<file path="src/rtl/riscv_pkg.sv">
// Shared types and helpers for the execute-stage RV32M multiply/divide unit.
// Divide special cases are resolved from the operands alone, so they live here as pure functions.
package riscv_pkg;

    localparam int XLEN = 32;

    typedef enum logic [1:0] {
        FWD_RF = 2'b00,
        FWD_W  = 2'b01,
        FWD_M  = 2'b11
    } fwd_sel_e;

    typedef enum logic [2:0] {
        OP_MUL    = 3'b000,
        OP_MULH   = 3'b001,
        OP_MULHSU = 3'b010,
        OP_MULHU  = 3'b011,
        OP_DIV    = 3'b100,
        OP_DIVU   = 3'b101,
        OP_REM    = 3'b110,
        OP_REMU   = 3'b111
    } md_op_e;

    typedef enum logic [1:0] {
        IDLE,
        MUL,
        DIV,
        DONE
    } md_state_e;

    // The reserved select 2'b10 falls through to the register-file operand.
    function automatic logic [XLEN-1:0] fwdMux(input logic [1:0] sel,
                                               input logic [XLEN-1:0] rf,
                                               input logic [XLEN-1:0] w,
                                               input logic [XLEN-1:0] m);
        logic [XLEN-1:0] res;
        res = rf;
        if (sel == FWD_W) res = w;
        else if (sel == FWD_M) res = m;
        return res;
    endfunction

    function automatic logic isSpecialDiv(input logic [2:0] f3,
                                          input logic [XLEN-1:0] a,
                                          input logic [XLEN-1:0] b);
        logic divByZero;
        logic overflow;
        divByZero = (b == '0);
        overflow  = !f3[0] && (a == 32'h8000_0000) && (b == 32'hFFFF_FFFF);
        return f3[2] && (divByZero || overflow);
    endfunction

    function automatic logic [XLEN-1:0] specialDivResult(input logic [2:0] f3,
                                                         input logic [XLEN-1:0] a,
                                                         input logic [XLEN-1:0] b);
        logic [XLEN-1:0] res;
        if (b == '0) res = f3[1] ? a : '1;
        else         res = f3[1] ? '0 : 32'h8000_0000;
        return res;
    endfunction

endpackage

</file>
<file path="src/rtl/md_divider.sv">
// Iterative unsigned restoring divider: one quotient bit per cycle, done pulses the cycle after the last step.
module md_divider #(
    parameter int W = 32
) (
    input  logic         clk,
    input  logic         rst,
    input  logic         start_i,
    input  logic         abort_i,
    input  logic [W-1:0] dividend_i,
    input  logic [W-1:0] divisor_i,
    output logic         busy_o,
    output logic         done_o,
    output logic [W-1:0] quotient_o,
    output logic [W-1:0] remainder_o
);

    localparam int CW = $clog2(W);

    logic [W-1:0]  quot_q;
    logic [W-1:0]  rem_q;
    logic [W-1:0]  divisor_q;
    logic [CW-1:0] count_q;
    logic          busy_q;
    logic          done_q;

    logic [W:0]    trial;
    logic          fits;
    logic [W-1:0]  remNext;

    // The dividend is shifted out of the quotient register while quotient bits shift in.
    assign trial   = {rem_q, quot_q[W-1]};
    assign fits    = (trial >= {1'b0, divisor_q});
    assign remNext = fits ? W'(trial - {1'b0, divisor_q}) : trial[W-1:0];

    always_ff @(posedge clk or posedge rst) begin
        if (rst) begin
            quot_q    <= '0;
            rem_q     <= '0;
            divisor_q <= '0;
            count_q   <= '0;
            busy_q    <= 1'b0;
            done_q    <= 1'b0;
        end else begin
            done_q <= 1'b0;
            if (abort_i) begin
                busy_q <= 1'b0;
            end else if (start_i) begin
                quot_q    <= dividend_i;
                rem_q     <= '0;
                divisor_q <= divisor_i;
                count_q   <= CW'(W - 1);
                busy_q    <= 1'b1;
            end else if (busy_q) begin
                quot_q <= {quot_q[W-2:0], fits};
                rem_q  <= remNext;
                if (count_q == '0) begin
                    busy_q <= 1'b0;
                    done_q <= 1'b1;
                end else begin
                    count_q <= count_q - 1'b1;
                end
            end
        end
    end

    assign busy_o      = busy_q;
    assign done_o      = done_q;
    assign quotient_o  = quot_q;
    assign remainder_o = rem_q;

endmodule

</file>
<file path="src/rtl/ex_muldiv_unit.sv">
// Execute-stage RV32M unit: forwards operands, runs MUL/DIV over several cycles and stalls the pipe meanwhile.
// Divide special cases reuse the single-cycle MUL slot so they finish with the same latency as a multiply.
module ex_muldiv_unit
    import riscv_pkg::*;
#(
    parameter int XLEN = 32
) (
    input  logic            clk,
    input  logic            rst,
    input  logic            start_E,
    input  logic [2:0]      funct3_E,
    input  logic            flush_E,
    input  logic [1:0]      forwardAE,
    input  logic [1:0]      forwardBE,
    input  logic [XLEN-1:0] rd1_E,
    input  logic [XLEN-1:0] rd2_E,
    input  logic [XLEN-1:0] alu_result_M,
    input  logic [XLEN-1:0] result_W,
    output logic            md_stall,
    output logic            md_done,
    output logic [XLEN-1:0] md_result
);

    md_state_e       state_q;
    logic [XLEN-1:0] opA_q;
    logic [XLEN-1:0] opB_q;
    logic [2:0]      funct3_q;
    logic [XLEN-1:0] result_q;

    logic [XLEN-1:0] opA;
    logic [XLEN-1:0] opB;
    logic            issue;
    logic            issueSpecial;
    logic            divStart;
    logic            issueSigned;
    logic [XLEN-1:0] divDividend;
    logic [XLEN-1:0] divDivisor;

    logic            divBusy;
    logic            divDone;
    logic [XLEN-1:0] divQuot;
    logic [XLEN-1:0] divRem;

    assign opA = fwdMux(forwardAE, rd1_E, result_W, alu_result_M);
    assign opB = fwdMux(forwardBE, rd2_E, result_W, alu_result_M);

    assign issue        = (state_q == IDLE) && start_E && !flush_E;
    assign issueSpecial = isSpecialDiv(funct3_E, opA, opB);
    assign divStart     = issue && funct3_E[2] && !issueSpecial;
    assign issueSigned  = !funct3_E[0];
    assign divDividend  = (issueSigned && opA[XLEN-1]) ? -opA : opA;
    assign divDivisor   = (issueSigned && opB[XLEN-1]) ? -opB : opB;

    md_divider #(.W(XLEN)) u_divider (
        .clk         (clk),
        .rst         (rst),
        .start_i     (divStart),
        .abort_i     (flush_E),
        .dividend_i  (divDividend),
        .divisor_i   (divDivisor),
        .busy_o      (divBusy),
        .done_o      (divDone),
        .quotient_o  (divQuot),
        .remainder_o (divRem)
    );

    // Operands are extended to 64 bits so a plain unsigned multiply yields the correct low 64 product bits.
    md_op_e          op_q;
    logic            aSigned;
    logic            bSigned;
    logic [63:0]     a64;
    logic [63:0]     b64;
    logic [63:0]     product;
    logic [XLEN-1:0] mulResult;
    logic [XLEN-1:0] mulSlotResult;

    assign op_q      = md_op_e'(funct3_q);
    assign aSigned   = (op_q == OP_MULH) || (op_q == OP_MULHSU);
    assign bSigned   = (op_q == OP_MULH);
    assign a64       = {{32{aSigned & opA_q[XLEN-1]}}, opA_q};
    assign b64       = {{32{bSigned & opB_q[XLEN-1]}}, opB_q};
    assign product   = a64 * b64;
    assign mulResult = (op_q == OP_MUL) ? product[31:0] : product[63:32];
    assign mulSlotResult = funct3_q[2] ? specialDivResult(funct3_q, opA_q, opB_q) : mulResult;

    logic            negQuot;
    logic            negRem;
    logic [XLEN-1:0] divResult;

    assign negQuot   = !funct3_q[0] && (opA_q[XLEN-1] ^ opB_q[XLEN-1]);
    assign negRem    = !funct3_q[0] && opA_q[XLEN-1];
    assign divResult = funct3_q[1] ? (negRem ? -divRem : divRem)
                                   : (negQuot ? -divQuot : divQuot);

    always_ff @(posedge clk or posedge rst) begin
        if (rst) begin
            state_q  <= IDLE;
            opA_q    <= '0;
            opB_q    <= '0;
            funct3_q <= '0;
            result_q <= '0;
        end else if (flush_E) begin
            state_q <= IDLE;
        end else begin
            case (state_q)
                IDLE: begin
                    if (start_E) begin
                        opA_q    <= opA;
                        opB_q    <= opB;
                        funct3_q <= funct3_E;
                        state_q  <= (funct3_E[2] && !issueSpecial) ? DIV : MUL;
                    end
                end
                MUL: begin
                    result_q <= mulSlotResult;
                    state_q  <= DONE;
                end
                DIV: begin
                    if (divDone) begin
                        result_q <= divResult;
                        state_q  <= DONE;
                    end
                end
                DONE: begin
                    state_q <= IDLE;
                end
                default: begin
                    state_q <= IDLE;
                end
            endcase
        end
    end

    assign md_stall  = !flush_E && (issue || (state_q == MUL) || (state_q == DIV) || divBusy);
    assign md_done   = (state_q == DONE) && !flush_E;
    assign md_result = result_q;

endmodule

</file>
<file path="config.mk">
export PLATFORM = sky130hd
export DESIGN_NAME = ex_muldiv_unit
export DESIGN_NICKNAME = d
export VERILOG_FILES = /design/src/rtl/riscv_pkg.sv /design/src/rtl/md_divider.sv /design/src/rtl/ex_muldiv_unit.sv
export SDC_FILE = /design/constraint.sdc
export NUM_CORES = 2
export LEC_CHECK = 0
export BUFFER_PORTS_ARGS = -buffer_cell sky130_fd_sc_hd__clkbuf_2
export CAP_MARGIN = 25
export CORE_MARGIN = 4
export CORE_UTILIZATION = 65
export CTS_CLUSTER_SIZE = 8
export DETAILED_ROUTE_END_ITERATION = 12
export PLACE_DENSITY = 0.85
export SKIP_CTS_REPAIR_TIMING = 1
export SLEW_MARGIN = 20
export SYNTH_ARGS = -nofsm -noshare
export SYNTH_HDL_FRONTEND = slang
export SYNTH_HIERARCHICAL = 1
export SYNTH_SLANG_ARGS = --single-unit
</file>
<file path="constraint.sdc">
create_clock -name clk -period 11.1 [get_ports clk]
set_input_delay 1.11 -clock clk [delete_from_list [all_inputs] [get_ports clk]]
set_output_delay 1.11 -clock clk [all_outputs]
set_load 0.1 [all_outputs]
</file>
==> metrics <==
outcome completed; CP max stage delay 0.76 ns; post-synth top area cell fa_1; Vias 44500; Post-synth EDFFs 0; layer with the highest usage met2; clock sink count 204; FF-to-FF End md_result[30]; Final Setup Violations 0; hold depth 2; Routed Antenna Nets 0; clock skew 0.0250 ns; crit path kind reg -> reg; Ports 173; routability congestion estimate 1.02; Die ar. 87700 µm²; worst r2r src funct3_q[2]; Max-cap violations 0; cell count of the worst reg-to-reg path 29; Syn Area/Cell 8.63 µm²; fin crit share 0.851; most frequent CP cell fa_1; share of post-route cells with drive strength above 1 0.0694; CTS tree done; Syn Inst Count 6248; IO Port Bufs 172; Die Y-Extent 296 µm; synth top area cells fa_1 (42%), dfrtp_1 (9.5%), inv_1 (8.7%), nand2_1 (7.8%), ha_1 (5.9%); Skew-Pair Late Insertion Delay 0.55 ns; initial antenna violation count 12; CP max stage cell fa_1; Rows 105; register bit count reported by yosys 204; CP startpoint kind register; most frequent cells in the layout inv_1 (1244), fa_1 (1126), nand2_1 (1117), and2_1 (327), ha_1 (256); GR Util All Layers 0.384; CTS Buf Count 29; met3 usage 0.0970; vias in the first global route 47100; post-DP HPWL 133000 µm; ys flop type dfrtp_1; RSZ-0062 raised after global routing false; Reg clk slew, reported paths 0.05 ns; drt pass-1 iters 6; Synth cell types 101; DRC 0; clk buf depth 3; post-route cell area 56300 µm²; GRT overflow 0; WL final 164000 µm; Starting Density 0.657; largest net degree at the start of global routing 97; Max H-tree Level 1; max-slew violation count 0; Worst slew margin 0.232; Fmax achieved 0.106 GHz; Mapped Nets 7769; Post-synth ARST share 1.00; fillcell total 6283; Mapped Area 53900 µm²; Seq/Total Area, Yosys 0.0946; Multi-input gate area 42500 µm²; Core Box Area 82100 µm²; first-pass GRT wire length 260000 µm; vias per cell 6.14; Net count, final 7699; pre-CTS WS 1.74 ns; Period minus WS final 9.45 ns; initial DRC count 4269; CP required 11.54 ns; crit path from funct3_q[2]; wire per inst 22.7 µm; CP max FO 31; Area growth syn-to-layout 4.42%; most common cell after layout, fill and taps aside inv_1; register area 5110 µm²; Worst EP arrival 9.89 ns; hold wc startpoint opB_q[23]; top-area cell type share of the netlist area 0.418; worst-margin pin slew 1.15 ns; met2 usage 0.614; die width 296 µm; post-route setup TNS 0 ns; Hold Crit Endpoint opB_q[23]; R2R setup slack 1.65 ns; final hold violations 0; Ys Warns 6; Root Driver clkbuf_16; setup ws final 1.65 ns; crit end category register; placed cell area 55500 µm²; GR Layer Usage met1 0.483; hold crit path type reg -> reg
how the worst max path moves through the flow:
stage                                to  slack [ns]
final                     md_result[30]        1.65
after global placement    md_result[30]        1.91
after detailed placement  md_result[30]        1.74
after floorplan           md_result[30]        2.54
after global routing      md_result[30]        1.19
after CTS                 md_result[30]        1.72
cells by family after synthesis:
family	Yosys count	share of synthesized area
fa+ha+maj	1382	0.477
mux	108	0.0212
xor+xnor	222	0.0360
buf+inv	1648	0.117
flops	204	0.0946
compound gates	814	0.0942
simple gates	1870	0.159
per-layer routing:
layer / share of wire / wire length, µm
met1: 0.35 / 58000
met2: 0.46 / 75200
met3: 0.12 / 19300
met4: 0.071 / 11700
met5: 0.00020 / 33
synth_stat cells, types with 54 or more instances:
| library cell | count |
|---|---|
| dfrtp_1 | 204 |
| nor2_1 | 144 |
| o21ai_1 | 54 |
| o21ai_0 | 250 |
| xnor2_1 | 150 |
| clkbuf_1 | 348 |
| a21oi_1 | 191 |
| inv_1 | 1246 |
| and2_1 | 327 |
| fa_1 | 1126 |
| ha_1 | 256 |
| xor2_1 | 72 |
| nand2_1 | 1117 |
| mux2i_1 | 96 |
registers in the layout (all words and copies together), names as in the netlist:
name	count
u_divider/quotient_o	32
funct3_q	3
md_result	32
u_divider/count_q	5
u_divider/busy_o	1
opB_q	32
u_divider/remainder_o	32
state_q	2
u_divider/divisor_q	32
u_divider/done_o	1
opA_q	32
per-stage QoR:
| stage | instances | util | hold slack, ns |
|---|---|---|---|
| after floorplan | 6248 | - | 0.450 |
| after global placement | 7209 | 0.675 | 0.462 |
| after detailed placement | 7213 | 0.676 | 0.472 |
| after CTS | 7245 | 0.685 | 0.484 |
| after global routing | 7249 | 0.686 | 0.503 |
| final | 7251 | 0.686 | 0.480 |
layout make-up:
cell class                 instances  area share
sequential                       204      0.0907
timing repair buffer             296      0.0333
antenna                            2   0.0000888
tap                             1070      0.0238
multi-input combinational       4396       0.755
clock buffer                      32      0.0134
inverter                        1251      0.0834
critical path, delay by kind of cell (launching register included):
kind / cells / cell delay [ns]
buffers and inverters: 9 / 1.50
and+or+nand+nor: 5 / 1.02
xor gates and xnor gates: 1 / 0.15
adders and majority gates: 9 / 4.95
DFF: 1 / 0.70
AOI/OAI and AO/OA: 5 / 1.00
Power is not shown: default switching activity piles up to over one toggle a cycle in this logic, so the estimate is an artifact.
